[src/rtl/mux4_arbiter.sv]
// Round-robin arbiter driving the select lines of a shared 4-to-1 mux.
// Each grant is bounded by a MAX_HOLD cycle quota so no requester can starve the others.
//
// state | meaning
// IDLE  | no requester owns the mux, gnt=0, valid=0, select lines hold last value
// GRANT | requester ptr_q owns the mux, hold_cnt_q counts cycles of this grant
module mux4_arbiter #(
    parameter int MAX_HOLD = 8
) (
    input  logic       clock,
    input  logic       reset,
    input  logic [3:0] req,
    output logic [3:0] gnt,
    output logic       s1,
    output logic       s0,
    output logic       valid
);

    typedef enum logic {IDLE, GRANT} state_t;

    localparam logic [7:0] MAX_HOLD_C = 8'(MAX_HOLD);

    state_t     state_q, state_d;
    logic [1:0] ptr_q, ptr_d;
    logic [7:0] hold_cnt_q, hold_cnt_d;
    logic [3:0] gnt_q, gnt_d;
    logic [1:0] sel_q, sel_d;

    logic       win_found;
    logic [1:0] win_idx;

    always_ff @(posedge clock) begin
        if (reset) begin
            state_q    <= IDLE;
            ptr_q      <= 2'd3;
            hold_cnt_q <= 8'd0;
            gnt_q      <= 4'b0000;
            sel_q      <= 2'd0;
        end else begin
            state_q    <= state_d;
            ptr_q      <= ptr_d;
            hold_cnt_q <= hold_cnt_d;
            gnt_q      <= gnt_d;
            sel_q      <= sel_d;
        end
    end

    // Scan from ptr+1 round to ptr itself, so the last owner has lowest priority.
    always_comb begin
        logic [1:0] cand;
        win_found = 1'b0;
        win_idx   = ptr_q;
        cand      = ptr_q;
        for (int k = 1; k <= 4; k++) begin
            cand = ptr_q + k[1:0];
            if (!win_found && req[cand]) begin
                win_found = 1'b1;
                win_idx   = cand;
            end
        end
    end

    always_comb begin
        state_d    = state_q;
        ptr_d      = ptr_q;
        hold_cnt_d = hold_cnt_q;
        gnt_d      = gnt_q;
        sel_d      = sel_q;
        case (state_q)
            IDLE: begin
                if (win_found) begin
                    state_d    = GRANT;
                    ptr_d      = win_idx;
                    hold_cnt_d = 8'd1;
                    gnt_d      = 4'b0001 << win_idx;
                    sel_d      = win_idx;
                end
            end
            GRANT: begin
                if (req[ptr_q] && (hold_cnt_q < MAX_HOLD_C)) begin
                    hold_cnt_d = hold_cnt_q + 8'd1;
                end else if (win_found) begin
                    ptr_d      = win_idx;
                    hold_cnt_d = 8'd1;
                    gnt_d      = 4'b0001 << win_idx;
                    sel_d      = win_idx;
                end else begin
                    state_d    = IDLE;
                    hold_cnt_d = 8'd0;
                    gnt_d      = 4'b0000;
                end
            end
            default: begin
                state_d    = IDLE;
                hold_cnt_d = 8'd0;
                gnt_d      = 4'b0000;
            end
        endcase
    end

    always_comb begin
        gnt   = gnt_q;
        valid = (state_q == GRANT);
        s1    = sel_q[1];
        s0    = sel_q[0];
    end

endmodule

[config.mk]
export PLATFORM = sky130hd
export DESIGN_NAME = mux4_arbiter
export DESIGN_NICKNAME = d
export VERILOG_FILES = /design/src/rtl/mux4_arbiter.sv
export SDC_FILE = /design/constraint.sdc
export NUM_CORES = 1
export LEC_CHECK = 0
export BUFFER_PORTS_ARGS = -buffer_cell sky130_fd_sc_hd__buf_4
export CELL_PAD_IN_SITES_DETAIL_PLACEMENT = 2
export CELL_PAD_IN_SITES_GLOBAL_PLACEMENT = 2
export CORE_ASPECT_RATIO = 1.1
export CORE_MARGIN = 2
export CORE_UTILIZATION = 33
export DETAILED_ROUTE_END_ITERATION = 10
export GPL_TIMING_DRIVEN = 0
export PLACE_DENSITY = 0.74
export SKIP_CTS_REPAIR_TIMING = 1
export SYNTH_ARGS = -nofsm -noshare
export SYNTH_HDL_FRONTEND = slang
export SYNTH_SLANG_ARGS = --single-unit
[constraint.sdc]
create_clock -name clock -period 1.8 [get_ports clock]
set_input_delay 0.36 -clock clock [delete_from_list [all_inputs] [get_ports clock]]
set_output_delay 0.36 -clock clock [all_outputs]
set_load 0.01 [all_outputs]
==> impl_metrics.ini <==
[sta]
setup_ws_ps = 164
whs_ps = 375
rsz0062_at_grt = no
finalCriticalPeriod_ps = 1640
tns_ps = 0
tightest_slew_ps = 568
fin_crit_sh_pct = 90.9
drv_slew = 0
max_slew_margin_pct = 61.8
clock_skew_ps = 2.14
max_freq_ghz = 0.611
hold_viol = 0
setup_viol = 0

[route]
avgViaCountPerCell = 5.58
wire_per_inst_um = 16.2
drt_iter0_markers = 7
drc = 0
dr_total_vias = 714
first_pass_iters = 4
ant_nets = 0
wirelength_um = 2080

[floorplanning]
num_io_pins = 13
die_area_um2 = 2880
die_x_um = 51.4
rows = 18
core_area_um2 = 2300
dieHeight_um = 56.1
floorplan.initialDensity_pct = 35.5

[worst_setup_path]
worstPathRequired_ps = 1970
reg2reg_depth = 5
arrival_ps = 1800
critPathSlowestCell = mux4_2
max_stage_delay_ps = 570
crit_chain = mux4_2 -> and3_1 -> buf_2 -> mux2i_1 -> a21oi_1
endpoint_kind = flip-flop
cp-start-kind = flip-flop
crit_type = flip-flop to flip-flop
path_max_fanout = 6

[flow_run]
cap_violations = 0

[layout]
drive_gt1_share_pct = 27.6
stdcell_area_um2 = 971
syn2layout_area_growth_pct = 19.2
fin_util_pct = 42.3
fill_cells = 273
diodes = 0
nNetsFinal = 106
instances_no_fill = 128

[placed_design]
hpwlAfterDp_um = 1650
gp_congestion = 0.682
preCtsSetupSlack_ps = 55.0
place_inst = 124
placed_cell_area_um2 = 942
io_buffers = 12

[clocking]
cts_tree = built
cts_max_level = 1
worst_skew_pair.late_latency_ps = 290
root_buffer = clkbuf_4
cts_buffer_depth = 2
clk_pin_slew_ps = 100
cts.sinks = 17
cts_buffers = 3

[logic_synthesis]
yosysUniqueCellTypes = 34
ys_ff_latch = 17
netlist_area_um2 = 815
ys_seq_area_share_pct = 41.8
ys_warn_count = 0
netlist_instances = 82
avgSynthCellArea_um2 = 9.93
syn-num-nets = 89

[power_and_ir_drop]
ir_drop_uv = 468
leakagePower_nw = 0.374
power.density_nw_per_um2 = 895
power.total_mw = 0.869

[global_routing]
grt_max_degree = 11
gr-usage-all-layers_pct = 17.7
grt_pass1_vias = 785
grt-ovfl-total = 0
antenna_found_initial = 0
grt_pass1_wl_um = 3830

[min_path]
hp-class = input port to flip-flop
whs_path_depth = 3

[outcome]
outcome = finished clean
path summary, 6_finish.rpt:
kind,startpoint,to,slack [ps]
setup / recovery,ptr_q[0],hold_cnt_q[0],160
hold / removal,req[1],valid,380
setup reg to reg,ptr_q[0],hold_cnt_q[0],160
hold reg to reg,sel_q[1],sel_q[1],470
placed cells by master, fill, tap and decap left out, types with 2 or more instances in the layout:
cell      netlist  final
a21oi_1         6      6
a31oi_1         2      2
a32o_1          4      4
a41oi_1         2      2
and3_1          2      2
buf_2           2      2
buf_4           0     12
clkbuf_4        0      3
dfxtp_1        17     16
mux2i_1         2      2
nand2_1         6      6
nand3_1         2      2
nand3b_1        4      4
nor2_1          5      5
nor2b_1         3      3
nor3_1          3      3
or2b_1          3      3
per-layer routing:
metal / global-route usage (%) / up-vias / share of wire, %
met3: 3.23 / 5 / 2.3
met5: 0 / - / 0
met4: 7.89 / 0 / 2.4
met2: 32.1 / 11 / 55
met1: 19.5 / 358 / 40
li1: - / 340 / -
critical path, delay by kind of cell, from the launching register on:
| kind | cells | cell delay [ps] |
|---|---|---|
| AO/OA/AOI/OAI | 1 | 80 |
| AND/OR/NAND/NOR | 1 | 180 |
| flip-flops | 1 | 400 |
| multiplexers | 2 | 690 |
| buffers and inverters | 1 | 150 |
registers in the layout, summed over array words and instances (netlist names):
register    cells
gnt             4
valid           1
hold_cnt_q      8
ptr_q           2
sel_q           2
cell usage after synthesis, drive strengths merged:
master / count / area share (%)
a21o: 1 / 0.92
nor3b: 1 / 0.92
a41oi: 2 / 2.2
a31oi: 3 / 4.1
mux2i: 2 / 2.5
buf: 2 / 1.2
nand3b: 4 / 3.7
and3: 2 / 1.5
inv: 1 / 0.46
a22oi: 1 / 0.92
a32o: 4 / 4.9
or2b: 3 / 2.8
nor3: 3 / 1.8
and2: 1 / 0.77
clkbuf: 1 / 0.46
nor2b: 3 / 2.3
nor2: 6 / 3.7
nand4: 1 / 0.77
nand3: 2 / 1.2
a21oi: 7 / 4.8
and3b: 1 / 1.1
nand2: 6 / 2.8
dfxtp: 17 / 42
a211oi: 1 / 1.5
or3: 1 / 0.77
a31o: 1 / 1.1
ha: 1 / 1.5
nor4: 2 / 4.1
o21ai: 1 / 0.61
mux4: 1 / 2.8
logic make-up after synthesis:
kind of cell,Yosys count,synth area share [%]
buffers and inverters,4,2.15
adder cells (fa/ha/maj),1,1.54
multiplexers,3,5.22
flip-flops,17,41.8
AND/OR/NAND/NOR,36,28.3
AO/OA/AOI/OAI,21,21.0
area by class of cell:
cell class	instances	area [um^2]	area share, %
Clock inverter	1	5.00	0.515
Multi-Input combinational cell	61	457	47.0
Timing Repair Buffer	12	90.1	9.28
Sequential cell	17	342	35.2
Buffer	3	13.8	1.42
Inverter	1	3.75	0.387
Tap cell	30	37.5	3.87
Clock buffer	3	22.5	2.32
power by group:
group,switching (mW),internal [mW],total [mW]
sequential,0.0230,0.409,0.432
clock,0.128,0.0827,0.210
combinational,0.122,0.104,0.226
total,0.273,0.596,0.869
No activity file was read; power rests on OpenSTA's default activity.
